### src/rtl/wb_intercon_n.sv
// wb_intercon_n: single-master Wishbone shared-bus interconnect with registered decode,
// one-hot grant, per-slave cyc/stb fan-out and unmapped/timeout bus errors.
module wb_intercon_n #(
    parameter int                    NSLAVES    = 4,
    parameter int                    AW         = 32,
    parameter int                    DW         = 32,
    parameter int                    SELW       = 4,
    parameter logic [NSLAVES*AW-1:0] SLAVE_ADDR = '0,
    parameter logic [NSLAVES*AW-1:0] SLAVE_MASK = '0,
    parameter int                    TIMEOUT    = 255
) (
    input  logic                  clk_i,
    input  logic                  rst_i,
    input  logic [AW-1:0]         wbm_adr_i,
    input  logic [DW-1:0]         wbm_dat_i,
    input  logic [SELW-1:0]       wbm_sel_i,
    input  logic                  wbm_we_i,
    input  logic                  wbm_cyc_i,
    input  logic                  wbm_stb_i,
    output logic [DW-1:0]         wbm_dat_o,
    output logic                  wbm_ack_o,
    output logic                  wbm_err_o,
    output logic [AW-1:0]         wbs_adr_o,
    output logic [DW-1:0]         wbs_dat_o,
    output logic [SELW-1:0]       wbs_sel_o,
    output logic                  wbs_we_o,
    output logic [NSLAVES-1:0]    wbs_cyc_o,
    output logic [NSLAVES-1:0]    wbs_stb_o,
    input  logic [NSLAVES*DW-1:0] wbs_dat_i,
    input  logic [NSLAVES-1:0]    wbs_ack_i
);
    typedef enum logic [1:0] {IDLE, ACTIVE, ERROR} state_t;
    localparam logic [15:0] TO_LAST = 16'(TIMEOUT - 1);

    state_t             state_q;
    logic [NSLAVES-1:0] grant_q, match_d;
    logic [15:0]        cnt_q;
    logic [DW-1:0]      dat_d;
    logic               req, tmo;

    // Descending scan so the lowest matching index overrides the rest.
    always_comb begin
        match_d = '0;
        for (int i = NSLAVES - 1; i >= 0; i--)
            if ((wbm_adr_i & SLAVE_MASK[i*AW +: AW]) == SLAVE_ADDR[i*AW +: AW]) begin
                match_d    = '0;
                match_d[i] = 1'b1;
            end
    end

    // Grant is only non-zero while ACTIVE, so the AND-OR mux reads 0 elsewhere.
    always_comb begin
        dat_d = '0;
        for (int i = 0; i < NSLAVES; i++)
            dat_d |= grant_q[i] ? wbs_dat_i[i*DW +: DW] : '0;
    end

    assign req       = wbm_cyc_i & wbm_stb_i;
    assign wbm_ack_o = |(wbs_ack_i & grant_q);
    assign tmo       = (TIMEOUT != 0) && state_q == ACTIVE && wbm_cyc_i && cnt_q == TO_LAST && !wbm_ack_o;
    assign wbm_err_o = state_q == ERROR || tmo;
    assign wbm_dat_o = dat_d;
    assign wbs_cyc_o = grant_q & {NSLAVES{wbm_cyc_i}};
    assign wbs_stb_o = wbs_cyc_o & {NSLAVES{wbm_stb_i}};
    assign wbs_adr_o = wbm_adr_i;
    assign wbs_dat_o = wbm_dat_i;
    assign wbs_sel_o = wbm_sel_i;
    assign wbs_we_o  = wbm_we_i;

    always_ff @(posedge clk_i) begin
        if (rst_i) begin
            state_q <= IDLE;
            grant_q <= '0;
            cnt_q   <= '0;
        end else begin
            case (state_q)
                IDLE: if (req) begin
                    state_q <= |match_d ? ACTIVE : ERROR;
                    grant_q <= match_d;
                    cnt_q   <= '0;
                end
                ACTIVE: if (wbm_ack_o || !wbm_cyc_i || tmo) begin
                    state_q <= IDLE;
                    grant_q <= '0;
                end else begin
                    cnt_q <= cnt_q + 16'd1;
                end
                default: state_q <= IDLE;
            endcase
        end
    end
endmodule

### config.mk
export PLATFORM = sky130hd
export DESIGN_NAME = wb_intercon_n
export DESIGN_NICKNAME = d
export VERILOG_FILES = /design/src/rtl/wb_intercon_n.sv
export SDC_FILE = /design/constraint.sdc
export NUM_CORES = 1
export LEC_CHECK = 0
export ABC_AREA = 1
export BUFFER_PORTS_ARGS = -buffer_cell sky130_fd_sc_hd__buf_2
export CORE_AREA = 5 5 119 121
export DETAILED_ROUTE_END_ITERATION = 6
export DIE_AREA = 0 0 124 126
export PLACE_DENSITY = 0.53
export SETUP_SLACK_MARGIN = 0.15
export SLEW_MARGIN = 25
export SYNTH_ARGS = -nofsm -noshare
export SYNTH_HDL_FRONTEND = slang
export SYNTH_SLANG_ARGS = --single-unit
### constraint.sdc
create_clock -name clk_i -period 2.35 [get_ports clk_i]
set_input_delay 0.1175 -clock clk_i [delete_from_list [all_inputs] [get_ports clk_i]]
set_output_delay 0.1175 -clock clk_i [all_outputs]
set_load 0.03 [all_outputs]
==> out/results.tsv, run 1 <==
metric	value	unit
critPathRequiredTime	2480	ps
power.switching	227	uW
cp_num_buf_inv	0	
cts.sinks	17	
synth_top_family_by_area	buffers and inverters	
final_area	2080	um2
top_usage_layer	met3	
fillerInstances	1505	
synth_fa_ha_area_share	1.25	%
cts_setup_buffers	0	
use_met2	9.90	%
cp_top_family	simple AND/OR/NAND/NOR gates	
syn2layout_area_growth	3.80	%
synthMuxAreaShare	0	%
gp_congestion	0.743	
powerDensity	379	nW/um2
end_kind	register	
postPlaceCellArea	2000	um2
fin_tns_setup	0	ps
cts_buffers	3	
grtUsageMet3	12.1	%
final_max_slew_viol_count	0	
synth_flop_cell	dfxtp_1	
seqPwrFrac	37.1	%
grt_pass1_vias	1494	
drc	0	
die_h	126	um
wl_per_cell	13.8	um
avgSynthCellArea	6.01	um2
skew	2.66	ps
totalWireLength	7.02	mm
grt_setup_unrepaired	no	
io_pins	316	
clk_latency	250	ps
fin_cells	509	
coreArea	13000	um2
maxCapViolCount	0	
insertedDiodeCount	0	
slowest_stage	dfxtp_1	
fin_ws	556	ps
vias	1759	
cts_resized	0	
gr-total-overflow	0	
synth.distinct_cells	26	
synth_area	2010	um2
use_met1	7.78	%
layout_common_cells	nand2_1 (76), buf_2 (72), inv_1 (56)	
holdCritPathClass	input port to output port	
vias_per_cell	3.46	
p_leak	0.00116	uW
period_needed	1790	ps
antenna_found_initial	2	
combPwrFrac	17.8	%
utilization	16.0	%
ir_worst_vdd	0.000173	V
route.antenna.remaining_nets	0	
worst_setup_path_start_kind	register	
cts_tree	done	
fin_nets	541	
synth_cells	334	
drt_iter0_drc	75	
hold_viol	0	
intPower	563	uW
cp_common_cell	nand2_1	
synth-xor-area-share	0.873	%
start_util	15.5	%
setup_viol	0	
ys_seq_elements	17	
hold_buffers	0	
grt_pass1_wl	9.42	mm
synth_compound_area_share	4.99	%
synthArstFlopShare	0	%
status	finished, final reports clean	
dp_hpwl	5.96	mm
preCtsSetupSlack	553	ps
fin_crit_sh	76.3	%
drive_above_1_share	27.6	%
grt_max_degree	26	
switching_share	28.8	%
final_common_cell	nand2_1	
cp_cell_sequence	nand3_1 -> nor2_1 -> nand3_2 -> nand2_4 -> nand2_1 -> nand2_1 -> a21oi_1	
yosysWarnings	0	
dieArea	15600	um2
htreeDepth	1	
arrival	1920	ps
fp.dieW	124	um
clkPwrFrac	45.1	%
synth-edff-count	0	
cts_root_buf	clkbuf_16	
max-clock-path-buffers	2	
seq_area_frac_synth	17.0	%
dpl.cell_count	505	
track_usage	8.31	%
cp_max_fo	18	
synth_simple_gate_area_share	34.7	%
fmax	557	MHz
core.rowCount	42	
slowest_delay	600	ps
io_buffers	72	
path_class	register to register	
drtPass1Iterations	4	
clk_pin_slew	60	ps
==> area by class of cell <==
type                            instances  area (um2)  area share (%)
Inverter                               57         214            10.3
Multi-Input combinational cell        182         862            41.4
Timing Repair Buffer                   73         368            17.7
Clock buffer                            4        78.8            3.78
Sequential cell                        17         340            16.3
Tap cell                              176         220            10.6
==> routing by layer <==
| metal | vias up | routed length [um] |
|---|---|---|
| li1 | 922 | - |
| met1 | 719 | 2190 |
| met2 | 92 | 2420 |
| met3 | 22 | 2270 |
| met4 | 4 | 114 |
| met5 | - | 27 |
==> worst reg2reg max path, stage by stage, from the launching register on <==
cell and delay [ps]:
dfxtp_1 600, nand3_1 190, nor2_1 160, nand3_2 120, nand2_4 210, nand2_1 210
nand2_1 120, a21oi_1 60
==> worst paths after layout <==
| check | endpoint | depth (start not counted) | from | slack (ps) |
|---|---|---|---|---|
| worst max register to register | cnt_q[10]$_SDFFE_PP0P_ | 7 | state_q[0]$_SDFFE_PP0P_ | 560 |
| worst min-delay path | wbs_adr_o[12] | 0 | wbm_adr_i[12] | 240 |
| worst max-delay path | cnt_q[10]$_SDFFE_PP0P_ | 7 | state_q[0]$_SDFFE_PP0P_ | 560 |
| worst min register to register | cnt_q[13]$_SDFFE_PP0P_ | 2 | cnt_q[13]$_SDFFE_PP0P_ | 510 |
==> power groups by stage <==
stage,Combinational [uW],Sequential (uW),Clock [uW]
final,141,293,357
after global routing,153,293,375
after CTS,142,293,356
after detailed placement,141,299,0
after global placement,140,299,0
after floorplan,316,296,0
==> cell usage after synthesis (2+ instances only) <==
cell type | number | area share (%)
clkbuf_1 | 4 | 0.75
dfxtp_1 | 17 | 17
nor2_2 | 5 | 1.6
nor2_4 | 3 | 1.7
nand4_1 | 5 | 1.6
a21oi_1 | 17 | 4.2
ha_1 | 2 | 1.2
buf_4 | 76 | 28
inv_1 | 56 | 10
nand2_1 | 76 | 14
nand3_2 | 2 | 1.0
nor3_1 | 2 | 0.50
nor2_1 | 20 | 3.7
o21ai_0 | 2 | 0.50
nand2_2 | 5 | 1.6
nand3_1 | 32 | 8.0
==> state kept, by name, indices dropped and copies added, names as in the netlist <==
| register | flops |
|---|---|
| cnt_q | 16 |
| state_q | 1 |
==> metrics by stage <==
step	power (uW)	hold WS [ps]
after detailed placement	441	235
after global routing	821	235
after floorplan	613	339
final	790	235
after CTS	791	235
after global placement	439	235
==> cells by family after synthesis <==
logic type               Yosys count
AO/OA/AOI/OAI                     20
XOR/XNOR                           2
buffers and inverters            140
adder cells (fa/ha/maj)            2
flip-flops                        17
AND/OR/NAND/NOR                  152
other                              1
(Power assumes the default switching activity.)
==> run 2: changes to the inputs <==
ABC_AREA = 0   (was 1)
CORE_AREA = 5 5 118 120   (was 5 5 119 121)
DIE_AREA = 0 0 123 125   (was 0 0 124 126)
PLACE_DENSITY = 0.54   (was 0.53)
clock period = 1.5 ns   (was 2.35 ns; I/O delays follow)
==> out/results.tsv, run 2 <==
metric	value	unit	change
coreArea	12900	um2	-0.81%
synth_area	1840	um2	-8.5%
cp_cell_sequence	inv_2 -> ha_2 -> or4b_1 -> or4_4 -> o21ai_4 -> buf_12 -> nor4_1 -> a211o_1		
holdCritPathClass	input port to output port		
synthArstFlopShare	0	%	unchanged
ys_top_cells_by_area	buf_4 (31%), dfxtp_1 (19%), and2_1 (12%)		
fin_tns_setup	-10600	ps	-10,600 ps
drtPass1Iterations	4		unchanged
hold_viol	0		unchanged
antenna_found_initial	0		-2
regMostFlops	cnt_q		
reg_top3	cnt_q x16, state_q x1		
fin_ws	-690	ps	-1250 ps
fp.dieW	123	um	-0.81%
yosysWarnings	0		unchanged
seq_area_frac_synth	18.5	%	+1.6 points
fillerInstances	1426		-5.2%
use_met2	14.2	%	+4.4 points
vias	1781		+1.3%
syn2layout_area_growth	29.4	%	
worst_setup_path_start_kind	register		
cts_tree	done		
status	finished, violations left		
synthTopCellsByCount	buf_4 (76), and2_1 (34), dfxtp_1 (17), nand2_1 (12), nand3_1 (11)		
p_leak	0.00114	uW	-2.0%
gp_congestion	0.810		+9.1%
skew	8.19	ps	+5.53 ps
top_usage_layer	met2		
ir_worst_vdd	0.000294	V	+70%
io_pins	316		unchanged
synth_fa_ha_area_share	1.36	%	+0.12 points
totalWireLength	7.43	mm	+5.9%
path_class	register to register		
setup_viol	18		+18
vias_per_cell	3.88		+12%
final_max_slew_viol_count	0		unchanged
io_buffers	72		unchanged
synth_simple_gate_area_share	32.4	%	-2.4 points
insertedDiodeCount	0		unchanged
synth_cells	239		-28%
gr-total-overflow	0		unchanged
fmax	457	MHz	-18%
slowest_delay	470	ps	-130 ps
yosysTopAreaCell	buf_4		
synth_most_common_cell	buf_4		
clk_latency	260	ps	about the same
dp_hpwl	6.14	mm	+3.0%
grt_pass1_wl	9.69	mm	+2.9%
core.rowCount	42		unchanged
synth_top_area_share	31.1	%	+2.6 points
htreeDepth	1		unchanged
synth.distinct_cells	43		+65%
drc	0		unchanged
cp_num_buf_inv	2		+2
wl_per_cell	16.2	um	+17%
grt_pass1_vias	1733		+16%
layout_common_cells	buf_2 (70), buf_4 (45), and2_1 (34)		
dieArea	15400	um2	-1.6%
fin_crit_sh	146	%	+70 points
drive_above_1_share	50.9	%	+23 points
synth-xor-area-share	0	%	-0.87 points
arrival	2330	ps	+410 ps
powerDensity	534	nW/um2	+41%
start_util	14.3	%	-1.2 points
synthMuxAreaShare	1.09	%	+1.1 points
synth-edff-count	0		unchanged
synth_top_family_by_area	buffers and inverters		
multiInputGateArea	938	um2	+8.9%
cp_max_fo	10		-8
cts_root_buf	clkbuf_16		
grtUsageMet3	9.21	%	-2.9 points
critPathRequiredTime	1640	ps	-840 ps
fin_nets	491		-9.2%
max-clock-path-buffers	2		unchanged
use_met1	6.46	%	-1.3 points
slowest_stage	or4_4		
largest_register_ffs	16		unchanged
ff_latch_area	344	um2	+1.1%
synth_flop_cell	dfxtp_1		
die_h	125	um	-0.79%
clk_pin_slew	50	ps	about the same
track_usage	8.61	%	+0.30 points
period_needed	2190	ps	+396 ps
maxCapViolCount	0		unchanged
p_total	1270	uW	+61%
ys_seq_elements	17		unchanged
grt_max_degree	48		+85%
drt_iter0_drc	116		+55%
grt_setup_unrepaired	yes		
cts_buffers	3		unchanged
violations	setup timing		
cp_top_family	simple AND/OR/NAND/NOR gates		
end_kind	register		
avgSynthCellArea	7.69	um2	+28%
final_common_cell	buf_2		
route.antenna.remaining_nets	0		unchanged
cts.sinks	17		unchanged
synth_compound_area_share	12.1	%	+7.1 points
## run 2: changes by cell type in the layout (fill, tap and decap cells not counted), sizes merged, moves of 13 or more
cell	before	now
nand2	82	12
nor2	28	6
nand3	34	11
buf	73	120
and2	0	34
inv	56	2
a21oi	17	4
## run 2: what timing repair did
item                       4_1_cts  5_1_grt
cloned                           0        1
gates resized for setup          9        5
pin swaps                        2        1
buffers inserted                 1        2
setup endpoints to repair       51       20
hold buffers                     0        0
## run 2: metrics by stage
| step | area, um2 | hold slack, ps | std cells | worst slack (ps) | util, % |
|---|---|---|---|---|---|
| 4_1_cts | 2310 | 150 | 456 | -761 | 18.0 |
| 3_3_place_gp | 2200 | 150 | 451 | -614 | 17.1 |
| 3_5_place_dp | 2200 | 150 | 451 | -674 | 17.1 |
| 6_report | 2380 | 150 | 459 | -690 | 18.5 |
| 2_1_floorplan | 1900 | 282 | 244 | -571 | - |
| 5_1_grt | 2380 | 150 | 459 | -755 | 18.5 |
## run 2: path summary, 6_finish.rpt
path | from | to | slack, ps | cells after the start
min | wbm_adr_i[14] | wbs_adr_o[14] | 150 | 0
max reg2reg | cnt_q[0]$_SDFFE_PP0P_ | cnt_q[13]$_SDFFE_PP0P_ | -690 | 8
min reg2reg | cnt_q[6]$_SDFFE_PP0P_ | cnt_q[6]$_SDFFE_PP0P_ | 590 | 3
max | cnt_q[0]$_SDFFE_PP0P_ | cnt_q[13]$_SDFFE_PP0P_ | -690 | 8
## run 2: cell type report
| type | count | share of cell area, % |
|---|---|---|
| clock buffers | 4 | 3.32 |
| flip-flops and latches | 17 | 14.5 |
| multi-input cells | 139 | 39.5 |
| repair buffers | 121 | 33.1 |
| well taps | 176 | 9.27 |
| inverters | 2 | 0.316 |
## run 2: logic make-up after synthesis
logic type / Yosys count
and+or+nand+nor: 100
buffers and inverters: 88
AOI/OAI and AO/OA: 29
DFF: 17
muxes: 2
adders and majority gates: 2
other: 1
## run 2: report_power, final
group | switching (uW) | leakage (uW) | internal [uW] | total (uW)
Combinational | 161 | 0.000962 | 95.7 | 256
Sequential | 3.34 | 0.000138 | 454 | 457
Clock | 194 | 0.0000382 | 362 | 556
Total | 358 | 0.00114 | 912 | 1270
## run 2: per-layer routing
layer	share of wire, %	vias to the layer above
met2	43	109
li1	-	831
met5	0	-
met4	2.4	0
met1	30	816
met3	24	25
